`src/rtl/pipe_hazard_ctrl.sv`:
```
// Pipeline stall/flush controller: merges per-source stall requests into per-stage holds,
// sequences post-reset drain and branch flushes, and watches for stuck stalls.
// Optional performance counters are enabled with the macro PIPE_HAZARD_CTRL_PERF_EN.
module pipe_hazard_ctrl #(
    parameter int NUM_STAGES   = 5,
    parameter int NUM_REQ      = 3,
    parameter logic [NUM_REQ*NUM_STAGES-1:0] STALL_MASK = {3{5'b11011}},
    parameter int INIT_CYCLES  = 2,
    parameter int FLUSH_CYCLES = 1,
    parameter int WDOG_LIMIT   = 1024,
    parameter int SW           = $clog2(NUM_STAGES + 1)
) (
    input  logic                  clk,
    input  logic                  rst,
    input  logic                  rdy,
    input  logic [NUM_REQ-1:0]    stall_req,
    input  logic                  flush_req,
    input  logic [SW-1:0]         flush_stage,
    output logic [NUM_STAGES-1:0] stall_signal,
    output logic [NUM_STAGES-1:0] flush_signal,
    output logic                  busy,
    output logic                  stall_timeout
`ifdef PIPE_HAZARD_CTRL_PERF_EN
    ,
    input  logic                  perf_clr,
    output logic [31:0]           perf_stall_cycles,
    output logic [31:0]           perf_flush_events
`endif
);

    localparam int CNT_MAX = (INIT_CYCLES > FLUSH_CYCLES) ? INIT_CYCLES : FLUSH_CYCLES;
    localparam int CW      = (CNT_MAX > 1) ? $clog2(CNT_MAX) : 1;
    localparam int WW      = $clog2(WDOG_LIMIT + 1);

    localparam logic [CW-1:0] INIT_LOAD  = CW'(INIT_CYCLES - 1);
    localparam logic [CW-1:0] FLUSH_LOAD = CW'(FLUSH_CYCLES - 1);
    localparam logic [WW-1:0] WD_MAX     = WW'(WDOG_LIMIT);
    localparam logic [SW-1:0] STAGE_MAX  = SW'(NUM_STAGES);

    typedef enum logic [1:0] {
        ST_INIT  = 2'd0,
        ST_RUN   = 2'd1,
        ST_FLUSH = 2'd2
    } state_t;

    state_t          state_q, state_d;
    logic [CW-1:0]   cnt_q, cnt_d;
    logic [SW-1:0]   fl_stage_q, fl_stage_d;
    logic [WW-1:0]   wd_cnt_q, wd_cnt_d;
    logic            timeout_d;
    logic            flush_accept;
    logic [SW-1:0]   req_stage;
    logic [NUM_STAGES-1:0] mask_or;
    logic [NUM_STAGES-1:0] fl_vec;

    always_comb begin
        mask_or = '0;
        for (int i = 0; i < NUM_REQ; i++) begin
            if (stall_req[i]) begin
                mask_or = mask_or | STALL_MASK[i*NUM_STAGES +: NUM_STAGES];
            end
        end
    end

    always_comb begin
        fl_vec = '0;
        for (int k = 0; k < NUM_STAGES; k++) begin
            fl_vec[k] = (k < int'(fl_stage_q));
        end
    end

    assign req_stage = (flush_stage > STAGE_MAX) ? STAGE_MAX : flush_stage;

    always_comb begin
        state_d      = state_q;
        cnt_d        = cnt_q;
        fl_stage_d   = fl_stage_q;
        wd_cnt_d     = wd_cnt_q;
        timeout_d    = stall_timeout;
        flush_accept = 1'b0;
        if (rdy) begin
            case (state_q)
                ST_INIT: begin
                    if (cnt_q == '0) begin
                        state_d = ST_RUN;
                    end else begin
                        cnt_d = cnt_q - 1'b1;
                    end
                end
                ST_RUN: begin
                    if (flush_req) begin
                        state_d      = ST_FLUSH;
                        fl_stage_d   = req_stage;
                        cnt_d        = FLUSH_LOAD;
                        flush_accept = 1'b1;
                    end
                end
                ST_FLUSH: begin
                    // A second redirect restarts the window; the deeper (older) one wins.
                    if (flush_req) begin
                        cnt_d        = FLUSH_LOAD;
                        fl_stage_d   = (req_stage > fl_stage_q) ? req_stage : fl_stage_q;
                        flush_accept = 1'b1;
                    end else if (cnt_q == '0) begin
                        state_d = ST_RUN;
                    end else begin
                        cnt_d = cnt_q - 1'b1;
                    end
                end
                default: begin
                    state_d = ST_INIT;
                    cnt_d   = INIT_LOAD;
                end
            endcase
            if ((state_q == ST_RUN) || (state_q == ST_FLUSH)) begin
                if (|stall_req) begin
                    if (wd_cnt_q != WD_MAX) begin
                        wd_cnt_d = wd_cnt_q + 1'b1;
                    end
                end else begin
                    wd_cnt_d = '0;
                end
                if (wd_cnt_d == WD_MAX) begin
                    timeout_d = 1'b1;
                end
            end
        end
    end

    always_comb begin
        stall_signal = mask_or;
        flush_signal = '0;
        busy         = 1'b0;
        if (rst) begin
            stall_signal = '1;
            busy         = 1'b1;
        end else begin
            case (state_q)
                ST_INIT: begin
                    stall_signal = '1;
                    busy         = 1'b1;
                end
                ST_RUN: begin
                    busy = 1'b0;
                end
                ST_FLUSH: begin
                    flush_signal = fl_vec;
                    stall_signal = mask_or & ~fl_vec;
                    busy         = 1'b1;
                end
                default: begin
                    stall_signal = '1;
                    busy         = 1'b1;
                end
            endcase
            if (!rdy) begin
                stall_signal = '1;
                flush_signal = '0;
            end
        end
    end

    always_ff @(posedge clk) begin
        if (rst) begin
            state_q       <= ST_INIT;
            cnt_q         <= INIT_LOAD;
            fl_stage_q    <= '0;
            wd_cnt_q      <= '0;
            stall_timeout <= 1'b0;
        end else begin
            state_q       <= state_d;
            cnt_q         <= cnt_d;
            fl_stage_q    <= fl_stage_d;
            wd_cnt_q      <= wd_cnt_d;
            stall_timeout <= timeout_d;
        end
    end

`ifdef PIPE_HAZARD_CTRL_PERF_EN
    always_ff @(posedge clk) begin
        if (rst || perf_clr) begin
            perf_stall_cycles <= '0;
            perf_flush_events <= '0;
        end else if (rdy && ((state_q == ST_RUN) || (state_q == ST_FLUSH))) begin
            if (|stall_signal) begin
                perf_stall_cycles <= perf_stall_cycles + 32'd1;
            end
            if (flush_accept) begin
                perf_flush_events <= perf_flush_events + 32'd1;
            end
        end
    end
`endif

endmodule

```
`config.mk`:
```
export PLATFORM = sky130hd
export DESIGN_NAME = pipe_hazard_ctrl
export DESIGN_NICKNAME = d
export VERILOG_FILES = /design/src/rtl/pipe_hazard_ctrl.sv
export SDC_FILE = /design/constraint.sdc
export NUM_CORES = 1
export LEC_CHECK = 0
export ABC_AREA = 1
export ABC_CLOCK_PERIOD_IN_PS = 4470
export BUFFER_PORTS_ARGS = -buffer_cell sky130_fd_sc_hd__buf_2
export CAP_MARGIN = 10
export CORE_ASPECT_RATIO = 0.6
export CORE_MARGIN = 2
export CORE_UTILIZATION = 30
export CTS_CLUSTER_SIZE = 30
export DETAILED_ROUTE_END_ITERATION = 7
export GPL_TIMING_DRIVEN = 0
export PLACE_DENSITY = 0.54
export SYNTH_ARGS = -nofsm -noshare
export SYNTH_HDL_FRONTEND = slang
export SYNTH_SLANG_ARGS = --single-unit
```
`constraint.sdc`:
```
create_clock -name clk -period 4.47 [get_ports clk]
set_input_delay 1.341 -clock clk [delete_from_list [all_inputs] [get_ports clk]]
set_output_delay 1.341 -clock clk [all_outputs]
set_load 0.01 [all_outputs]
```
==> impl_metrics.yaml <==
floorplan:
  design.core.area_mm2: 0.00449
  start_util_pct: 30.6
  dieArea_mm2: 0.00516
  io_pins: 22
  rows: 19
  die_h_um: 56.4
  fp.dieW_um: 91.4
cts:
  cts_buffer_depth: 2
  path_clk_slew_ns: 0.07
  ctsResizeCount: 0
  cts_tree: "yes"
  clockRootBuffer: "clkbuf_8"
  cts_hold_buffers: 0
  cts.sinks: 18
  cts_setup_buffers: 0
  cts_made_buffers: 3
  worstSkewPairLatency_ns: 0.26
  htreeDepth: 1
cells_and_area:
  fillers: 473
  antenna_cells: 0
  fin_cells: 299
  multi_input_area_um2: 868
  drive_gt1_share_pct: 18.6
  nets: 257
  register_area_um2: 360
  area_growth_pct: 17.4
global_routing:
  antenna_found_initial: 0
  grt_pass1_vias: 1218
  grt_pass1_wl_um: 6110
  track_usage_pct: 15.0
  grt_max_degree: 11
  grt_remaining_overflow: 0
synthesis:
  ys_seq_area_share_pct: 26.2
  ys.flop_type: "dfxtp_1"
  syn_inst: 211
  ys_async_sr_fraction_pct: 0
  syn_nets: 231
  synth_top_cell_by_area: "dfxtp_1"
  synth_top_area_share_pct: 26.2
  yosysUniqueCellTypes: 28
  yosys_warnings: 0
  synth_edf_count: 0
  ys_seq_elements: 18
  synth_area_mm2: 0.00138
  synthTopCellsByArea: "dfxtp_1 (26%), nand2_1 (12%), ha_1 (9.1%)"
  syn_area_per_cell_um2: 6.52
timing:
  post-route-period-util_pct: 90.5
  rsz0062_at_grt: "no"
  setup_violations: 0
  slew_violations: 0
  maxSlewHeadroom_pct: 64.4
  finalClockSkew_ns: 0.00578
  fmax_mhz: 247
  finalCriticalPeriod_ns: 4.04
  tightest_slew_ns: 0.534
  hold_viol_final: 0
  tns_ns: 0
pwr:
  pwr-share-clk_pct: 26.4
  vdd_ir_drop_max_mv: 0.127
  power_leakage_uw: 0.000689
  cellPowerDensity_mw_per_mm2: 322
  power_frac_comb_pct: 34.4
  internal_power_uw: 321
  netSwitchingFraction_pct: 38.2
  power.switching_uw: 198
  seqPwrFrac_pct: 39.1
placed_design:
  gp_congestion: 0.858
  hpwl_um: 2850
  dp_cells: 295
  io_buffers: 21
routing:
  ant_nets: 0
  drc: 0
  wire_per_inst_um: 12.0
  drtIter0Drc: 119
  dr_total_vias: 1377
  wl_um: 3590
  firstDrtPassIters: 4
  vias_per_cell: 4.61
critical_path:
  arrival_ns: 2.70
  critPathMostFrequentCell: "buf_2"
  start_kind: "primary input"
  cp_cell_sequence: "buf_2 > nor3_2 > inv_2 > buf_4 > a21oi_1 > o21ai_0 > buf_2"
  slowest_stage: "a21oi_1"
  required_ns: 3.13
  crit_type: "in2out"
  crit_fanout: 10
  slowest_delay_ns: 0.36
  critPathCaptureType: "output pin"
worst_hold_path:
  hp-class: "reg2reg"
flow_run:
  drv_cap: 0
status:
  status: "finished, final reports clean"
## Yosys cell counts, types with 2 or more instances
library cell / instances
inv_2: 2
nand3_1: 20
nand4_1: 2
o21ai_0: 16
dfxtp_1: 18
nor3_2: 2
nor2_2: 4
nand2_2: 2
a21oi_1: 20
nand3_2: 3
nor3_1: 2
nor2_4: 2
xor2_1: 3
nand2_1: 43
ha_1: 10
o21a_1: 2
a211oi_1: 2
inv_1: 28
clkbuf_1: 4
nor2_1: 18
## layout by cell type (no fill, tap or decap)
| master | n |
|---|---|
| o21bai_1 | 1 |
| dfxtp_1 | 18 |
| a21oi_1 | 20 |
| nor3_2 | 2 |
| nand2_1 | 43 |
| nand2_2 | 2 |
| or2_2 | 1 |
| clkbuf_1 | 4 |
| xor2_1 | 3 |
| o21ai_0 | 16 |
| nand3b_1 | 1 |
| a21oi_2 | 1 |
| nand3_2 | 3 |
| inv_1 | 28 |
| nor3_1 | 2 |
| o21a_1 | 2 |
| o2111ai_1 | 1 |
| nand4_1 | 2 |
| buf_6 | 1 |
| nor2_2 | 4 |
| buf_2 | 21 |
| a211oi_1 | 2 |
| inv_2 | 2 |
| nor4_1 | 1 |
| ha_1 | 10 |
| nor2_1 | 18 |
| clkbuf_8 | 4 |
| nand3_1 | 20 |
| nor2_4 | 2 |
| buf_4 | 1 |
## critical path: cells and delay by family
| family | cells | cell delay, ns |
|---|---|---|
| buf+inv | 4 | 0.55 |
| simple gates | 1 | 0.27 |
| compound gates | 2 | 0.53 |
## layout make-up
class                           count  share of cell area [%]
Multi-Input combinational cell    157                    53.8
Sequential cell                    18                    22.3
Inverter                           30                    6.98
Timing Repair Buffer               21                    6.51
Tap cell                           63                    4.88
Clock buffer                        4                    3.41
Buffer                              6                    2.09
## flip-flops by register name (all words and copies together), names as in the netlist
register / count
fl_stage_q: 3
state_q: 2
cnt_q: 1
stall_timeout: 1
wd_cnt_q: 11
## worst paths after layout
kind	startpoint	to	slack (ns)	cells past startpoint
worst max-delay path	stall_req[1]	stall_signal[0]	0.43	7
worst min-delay path	cnt_q	cnt_q	0.46	2
worst max register to register	fl_stage_q[2]	fl_stage_q[2]	2.62	9
worst min register to register	cnt_q	cnt_q	0.46	2
## metrics by stage
| step | area [um^2] | hold slack (ns) | total power [uW] | setup slack, ns | util (%) |
|---|---|---|---|---|---|
| detailed placement | 1560 | 0.441 | 384 | 0.414 | 34.7 |
| global route | 1610 | 0.491 | 564 | 0.281 | 35.9 |
| global placement | 1560 | 0.442 | 385 | 0.472 | 34.7 |
| CTS | 1610 | 0.461 | 523 | 0.412 | 35.9 |
| floorplan | 1380 | 0.423 | 331 | 0.945 | - |
| finish | 1610 | 0.457 | 519 | 0.426 | 35.9 |
## cells by family after synthesis
group,share of synthesized area (%)
compound gates,17.1
xor+xnor,1.91
simple gates,35.0
fa+ha+maj,9.10
flops,26.2
buf+inv,10.6
## per-layer routing
| metal | track usage (%) | vias to the layer above | share of wire [%] |
|---|---|---|---|
| li1 | - | 740 | - |
| met1 | 25.9 | 599 | 59 |
| met2 | 17.8 | 34 | 34 |
| met3 | 3.22 | 4 | 6.1 |
| met4 | 2.81 | 0 | 0.64 |
| met5 | 0 | - | 0 |
## power by group through the flow
stage | combinational (uW) | clock (uW) | sequential [uW]
after global routing | 208 | 149 | 207
final | 179 | 137 | 203
after floorplan | 130 | 0 | 201
after global placement | 178 | 0 | 206
after CTS | 178 | 142 | 203
after detailed placement | 178 | 0 | 206
Note: power is estimated with default switching activity, not from simulation.
